<file path="config.mk">
export PLATFORM = sky130hd
export DESIGN_NAME = fwd_hazard_ctrl
export DESIGN_NICKNAME = d
export VERILOG_FILES = /design/src/rtl/pipe_ctrl_pkg.sv /design/src/rtl/fwd_sel_calc.sv /design/src/rtl/fwd_hazard_ctrl.sv
export SDC_FILE = /design/constraint.sdc
export NUM_CORES = 1
export LEC_CHECK = 0
export CAP_MARGIN = 40
export CORE_UTILIZATION = 45
export CTS_CLUSTER_SIZE = 30
export DETAILED_ROUTE_END_ITERATION = 6
export GPL_TIMING_DRIVEN = 1
export PLACE_DENSITY = 0.78
export REMOVE_ABC_BUFFERS = 1
export SETUP_SLACK_MARGIN = 0.3
export SLEW_MARGIN = 20
export SYNTH_ARGS = -nofsm -noshare
export SYNTH_HDL_FRONTEND = slang
export SYNTH_SLANG_ARGS = --single-unit
export TNS_END_PERCENT = 10
</file>
<file path="constraint.sdc">
create_clock -name clk -period 3.5 [get_ports clk]
set_input_delay 0.525 -clock clk [delete_from_list [all_inputs] [get_ports clk]]
set_output_delay 0.525 -clock clk [all_outputs]
set_load 0.01 [all_outputs]
</file>
<file path="src/rtl/pipe_ctrl_pkg.sv">
// Shared pipeline-control types: forwarding select codes and the in-flight
// destination descriptor used by the EX/MEM hazard tracking.
package pipe_ctrl_pkg;

  localparam int unsigned REG_AW = 5;
  localparam int unsigned SEL_W  = 2;

  localparam logic [SEL_W-1:0] FWD_RF  = 2'b00;
  localparam logic [SEL_W-1:0] FWD_WB  = 2'b01;
  localparam logic [SEL_W-1:0] FWD_MEM = 2'b10;

  typedef struct packed {
    logic              valid;
    logic [REG_AW-1:0] rd;
    logic              regwrite;
    logic              memread;
  } stage_dst_t;

  // x0 is hard-wired zero, so a write to it never produces a forwardable value.
  function automatic logic dst_match(input stage_dst_t e, input logic [REG_AW-1:0] r);
    return e.valid && e.regwrite && (e.rd != '0) && (e.rd == r);
  endfunction

endpackage

</file>
<file path="src/rtl/fwd_sel_calc.sv">
// Forwarding-select priority encoder for one source register: the newer EX
// producer wins over the older MEM producer; otherwise use the register file.
module fwd_sel_calc
  import pipe_ctrl_pkg::*;
#(
  parameter int unsigned SEL_W = 2
) (
  input  stage_dst_t               ex,
  input  stage_dst_t               mem,
  input  logic [REG_AW-1:0]        src,
  output logic [SEL_W-1:0]         sel
);

  always_comb begin
    sel = FWD_RF;
    if (dst_match(ex, src)) begin
      sel = FWD_MEM;
    end else if (dst_match(mem, src)) begin
      sel = FWD_WB;
    end
  end

endmodule

</file>
<file path="src/rtl/fwd_hazard_ctrl.sv">
// EX-stage forwarding and load-use hazard control: tracks EX/MEM destinations,
// registers operand mux selects, raises stall/bubble. Optional FWD_PERF_CNT_EN
// adds a saturating stall counter.
module fwd_hazard_ctrl
  import pipe_ctrl_pkg::*;
#(
  parameter int unsigned REG_AW = 5,
  parameter int unsigned SEL_W  = 2,
  parameter int unsigned CNT_W  = 16
) (
  input  logic              clk,
  input  logic              rst,
  input  logic              id_valid,
  input  logic [REG_AW-1:0] id_rs1,
  input  logic [REG_AW-1:0] id_rs2,
  input  logic [REG_AW-1:0] id_rd,
  input  logic              id_regwrite,
  input  logic              id_memread,
  input  logic              flush,
  output logic              stall,
  output logic              ex_bubble,
  output logic [SEL_W-1:0]  fwd_a_sel,
`ifdef FWD_PERF_CNT_EN
  output logic [CNT_W-1:0]  stall_count,
`endif
  output logic [SEL_W-1:0]  fwd_b_sel
);

  stage_dst_t       ex_q;
  stage_dst_t       mem_q;
  stage_dst_t       id_dst;
  logic [SEL_W-1:0] sel_a_next;
  logic [SEL_W-1:0] sel_b_next;
  logic             load_hit;

  always_comb begin
    id_dst          = '0;
    id_dst.valid    = id_valid;
    id_dst.rd       = id_rd;
    id_dst.regwrite = id_regwrite;
    id_dst.memread  = id_memread;
  end

  fwd_sel_calc #(.SEL_W(SEL_W)) u_sel_a (
    .ex  (ex_q),
    .mem (mem_q),
    .src (id_rs1),
    .sel (sel_a_next)
  );

  fwd_sel_calc #(.SEL_W(SEL_W)) u_sel_b (
    .ex  (ex_q),
    .mem (mem_q),
    .src (id_rs2),
    .sel (sel_b_next)
  );

  // A load in EX cannot forward yet; hold ID one cycle so it resolves from MEM.
  always_comb begin
    load_hit  = ex_q.memread && (dst_match(ex_q, id_rs1) || dst_match(ex_q, id_rs2));
    stall     = id_valid && !flush && load_hit;
    ex_bubble = stall || flush;
  end

  always_ff @(posedge clk) begin
    if (rst) begin
      ex_q      <= '0;
      mem_q     <= '0;
      fwd_a_sel <= FWD_RF;
      fwd_b_sel <= FWD_RF;
    end else begin
      mem_q <= ex_q;
      if (ex_bubble) begin
        ex_q      <= '0;
        fwd_a_sel <= FWD_RF;
        fwd_b_sel <= FWD_RF;
      end else begin
        ex_q      <= id_dst;
        fwd_a_sel <= sel_a_next;
        fwd_b_sel <= sel_b_next;
      end
    end
  end

`ifdef FWD_PERF_CNT_EN
  always_ff @(posedge clk) begin
    if (rst) begin
      stall_count <= '0;
    end else if (stall && (stall_count != '1)) begin
      stall_count <= stall_count + 1'b1;
    end
  end
`endif

endmodule

</file>
### Word level (Yosys, flattened, before mapping)

Cells that the tools add are included.

* bits in registers: 19
* logic and storage cells: 38

* reductions and logical operators: 19
* multiplexer cells: 4
* eq/ne operators: 4

Operators with widths (number)
* $eq A5 B5 Y1: 4
* $logic_and A1 B1 Y1: 11
* $reduce_bool A5 Y1: 2
* $reduce_or A3 Y1: 2
* $mux W2: 2
* $logic_or A1 B1 Y1: 2
* $mux W1: 2
* $reduce_or A2 Y1: 1
* $logic_not A1 Y1: 1

### Depth between registers and ports, before layout

* depth in word-level cells: 8
* depth in mapped cells: 5
* depth with buffers taken out: 5

### Modules after synthesis

From an unflattened synthesis, not the netlist that was laid out.

* cell total of the unflattened synthesis: 115
* area total of the unflattened synthesis: 1097.3 um^2

Modules (own cells, without submodules)
* fwd_hazard_ctrl: area an instance 782.0 um^2, seq. area each 400.4 um^2, times used 1, cells each 77
* fwd_sel_calc: area an instance 157.7 um^2, seq. area each 0.0 um^2, times used 2, cells each 19

### Least setup slack after synthesis

Ideal clock, no wire load.

* kind: input to output
* start: input port id_rs1[3]
* end: output port stall
* arrival: 1.632 ns
* path slack: 1.343 ns
* stages on the path: 5
* cells stage by stage: xor2_1 -> nor3_2 -> nand3_2 -> a211oi_2 -> nor2b_1

* longest elaborated chain between the ends: 5

RTL lines
* start: declaration: RTL line fwd_hazard_ctrl.sv:14 `input logic [REG_AW-1:0] id_rs1,`
* $eq A5 B5 Y1: RTL line pipe_ctrl_pkg.sv:21 `return e.valid && e.regwrite && (e.rd != '0) && (e.rd == r);`
* $logic_and A1 B1 Y1: RTL line pipe_ctrl_pkg.sv:21
* $logic_or A1 B1 Y1: RTL line fwd_hazard_ctrl.sv:60 `load_hit = ex_q.memread && (dst_match(ex_q, id_rs1) || dst_match(ex_q, id_rs2));`
* $logic_and A1 B1 Y1: RTL line fwd_hazard_ctrl.sv:60
* $logic_and A1 B1 Y1: RTL line fwd_hazard_ctrl.sv:61 `stall = id_valid && !flush && load_hit;`
* end: declaration: RTL line fwd_hazard_ctrl.sv:20 `output logic stall,`

No other way between the ends.

### Worst setup path in the final report

Ends and elaborated chain as after synthesis.

==> metrics.log <==
INFO  metric via_per_inst = 4.874
INFO  metric clock_tree.buffer_depth = 2
INFO  metric antenna_found_initial = 0
INFO  metric setup_viol = 0
INFO  metric slew_headroom = about 82%
INFO  metric crit_path_start_kind = input port
INFO  metric root_buffer = sky130_fd_sc_hd__clkbuf_4
INFO  metric switching_power_share_of_the_total = between 20% and 30%
INFO  metric postRouteAntennaNets = 0
INFO  metric first_pass_iters = 4
INFO  metric unrepaired_setup_endpoints_after_global_routing = false
INFO  metric yosys-top-cells-count = 19 x sky130_fd_sc_hd__dfxtp_1, 10 x sky130_fd_sc_hd__nor2_1, 10 x sky130_fd_sc_hd__xnor2_1, 10 x sky130_fd_sc_hd__xor2_1, 9 x sky130_fd_sc_hd__nand2_1
INFO  metric cts_resized = 0
INFO  metric max_freq = about 0.33 GHz
INFO  metric cp.arrival = 2.49 ns
INFO  metric cts_tree = done
INFO  metric static-leakage-power = 0.0004504 uW
INFO  metric critPathMaxFanout = 3
INFO  metric synth.ff_latch_count = 19
INFO  metric grt_pass1_wl = 2.663 mm
INFO  metric yosysMostFrequentCell = sky130_fd_sc_hd__dfxtp_1
INFO  metric syn-instance-count = 87
INFO  metric routed-via-count = 697
INFO  metric syn-mean-instance-area = 9.693 um2
INFO  metric clockPowerShare = between 20% and 30%
INFO  metric boundaryPins = 27
INFO  metric first_global_vias = 630
INFO  metric p_int = 302.2 uW
INFO  metric cp_slowest_stage_delay = about 0.54 ns
INFO  metric core_outline_area = 1745 um2
INFO  metric timing.max_cap.violations = 0
INFO  metric drc_marker_count_from_the_first_detailed_route_iteration = 16
INFO  metric post-cts-setup-buffer-count = 0
INFO  metric worst_slew_pin_slew = ~0.26 ns
INFO  metric setup_tns_final = 0 ns
INFO  metric timing.critical_path.to_type = primary output
INFO  metric ys_seq_area_share = 45.10%
INFO  metric avgRoutedWirePerCell = 11.57 um
INFO  metric clk_pin_slew = 0.11 ns
INFO  metric period_share = 86.23%
INFO  metric worst_path_most_repeated_cell = sky130_fd_sc_hd__clkdlybuf4s50_1
INFO  metric outcome = completed
INFO  metric crit_family = buffers and inverters
INFO  metric detail_route.drc_violations = 0
INFO  metric fin_crit = 3.018 ns
INFO  metric number_of_synthesized_flops_with_an_enable_pin = 0
INFO  metric slew_violations = 0
INFO  metric synth_top_cell_by_area = sky130_fd_sc_hd__dfxtp_1
INFO  metric synth.top_cell.area_share = 45.10%
INFO  metric seq_power_share = 57.6%
INFO  metric critical_path.cell_chain = clkdlybuf4s50_1 > xor2_1 > nor3_2 > nand3_2 > a211oi_2 > nor2b_1 > clkdlybuf4s50_1
INFO  metric final_number_of_hold_violating_endpoints = 0
INFO  metric antenna-diode-count = 0
INFO  metric aggregate_routed_wire_length = 1.655 mm
INFO  metric yosys_warnings = 0
INFO  metric power.combinational.fraction = about 15%
INFO  metric cts_num_sinks = 19
INFO  metric grt_start_max_net_pins = 12
INFO  metric min-delay-path-class = reg2reg
INFO  metric fp.dieW = 45.29 um
INFO  metric grt.overflow.total = 0
INFO  metric synth_top_flop_cell = sky130_fd_sc_hd__dfxtp_1
INFO  metric initial_standard_cell_utilization_of_the_core = 48.32%
INFO  metric place_hpwl = about 1.3 mm
INFO  metric syn_area = 843.3 um2
INFO  metric netSwitchingPower = around 95 uW
INFO  metric layout_area_growth_over_synthesis = 39.17%
INFO  metric share_of_cells_above_drive_strength_1 = under 10%
INFO  metric fin_total_pwr = 397.6 uW
INFO  metric fin_nets = 140
INFO  metric critical_path_data_required_time = 2.97 ns
INFO  metric path_class = in2out
INFO  metric worstPathBufferInverterCount = 2
INFO  metric ys_types = 20
INFO  metric pwr_density_cell = 338.8 nW/um2
INFO  metric buffer_ports.inserted = 26
INFO  metric vdd_ir_drop_max = 0.0002117 V
INFO  metric routabilityCongestion = 0.8585
INFO  metric hold_buffers = 0
INFO  metric synth.top_cells.by_area = sky130_fd_sc_hd__dfxtp_1 45%, sky130_fd_sc_hd__xnor2_1 10%, sky130_fd_sc_hd__xor2_1 10%
INFO  metric clkLatencyLatePin = 0.30 ns
INFO  metric clock-skew-final = 0.003523 ns
INFO  metric postSynth.asyncResetShare = 0%
INFO  metric critical_path.slowest_cell = sky130_fd_sc_hd__clkdlybuf4s50_1
INFO  metric cts_made_buffers = 3
INFO  metric number_of_core_rows = 15
INFO  metric fp.dieH = 45.29 um
INFO  metric htree_num_levels = 1
INFO  metric design.die.area = 2051 um2
INFO  metric grt_use_total = about 19%
==> worst paths after layout <==
check             depth (start not counted)  slack [ns]                       to          startpoint
setup / recovery                          7        0.48                    stall           id_rs1[3]
hold reg to reg                           1        0.51      mem_q[7]$_SDFF_PP0_  ex_q[7]$_SDFF_PP0_
setup reg to reg                          4        1.86  fwd_a_sel[0]$_SDFF_PP0_  ex_q[5]$_SDFF_PP0_
hold / removal                            1        0.51      mem_q[7]$_SDFF_PP0_  ex_q[7]$_SDFF_PP0_
==> state kept, by name, indices dropped and copies added, names as in the netlist <==
signal and cells:
ex_q 8, fwd_a_sel 2, fwd_b_sel 2, mem_q 7
==> cells by family after synthesis <==
group / Yosys count / synth area share, %
XOR/XNOR: 20 / 20.77
AO/OA/AOI/OAI: 7 / 8.309
AND/OR/NAND/NOR: 40 / 25.37
flip-flops: 19 / 45.10
buffers and inverters: 1 / 0.4447
==> power groups by stage <==
stage / clock network (uW) / registers [uW] / logic (uW)
6_report: 109 / 229 / 59.1
5_1_grt: 122 / 230 / 64.3
4_1_cts: 110 / 229 / 59.3
3_5_place_dp: 0 / 234 / 58.8
3_3_place_gp: 0 / 234 / 58.2
2_1_floorplan: 0 / 232 / 26.6
==> worst reg2reg max path, stage by stage, from the launching register on <==
cell,delay (ns)
sky130_fd_sc_hd__dfxtp_1,0.38
sky130_fd_sc_hd__or4_4,0.56
sky130_fd_sc_hd__o211ai_4,0.22
sky130_fd_sc_hd__nor2_1,0.10
sky130_fd_sc_hd__a311oi_1,0.29
==> cells in the final DEF, fill, tap and decap left out, drive strengths merged <==
master / synthesis / final
clkdlybuf4s50: 0 / 26
dfxtp: 19 / 19
xor2: 10 / 10
xnor2: 10 / 10
nor2: 10 / 10
nand2: 9 / 9
nor2b: 8 / 8
nand3: 4 / 4
or4: 4 / 4
clkbuf: 1 / 3
and3: 2 / 2
a311oi: 2 / 2
a21oi: 2 / 2
buf: 0 / 2
nor3: 2 / 2
o211ai: 1 / 1
a211oi: 1 / 1
or2: 1 / 1
o2111ai: 1 / 1
clkinv: 0 / 1
==> metal layers <==
metal	wire length, um	GRT usage (%)	share of wire (%)	vias up
met2	816	31.01	49	20
met4	50	12.73	3.0	0
li1	-	-	-	356
met5	0	0	0	-
met1	720	22.61	44	315
met3	67	4.800	4.0	6
==> per-stage QoR <==
| step | utilization, % | std cells | instance area, um2 | setup WS (ns) | hold slack, ns |
|---|---|---|---|---|---|
| final | 67.24 | 143 | 1174 | 0.4819 | 0.5100 |
| after global routing | 67.24 | 143 | 1174 | 0.3395 | 0.5173 |
| after CTS | 67.24 | 143 | 1174 | 0.4825 | 0.5043 |
| after detailed placement | 65.66 | 139 | 1146 | 0.5047 | 0.4803 |
| after global placement | 65.66 | 139 | 1146 | 0.5286 | 0.4813 |
| after floorplan | - | 86 | 839.6 | 1.343 | 0.4472 |
==> cell type report <==
class,count,area [um2]
Timing Repair Buffer,28,275.3
Clock buffer,3,22.52
Fill cell,143,571.8
Sequential cell,19,380.4
Tap cell,25,31.28
Multi-Input combinational cell,67,459.2
Clock inverter,1,5.005
Power figures use the tool's default switching activity.
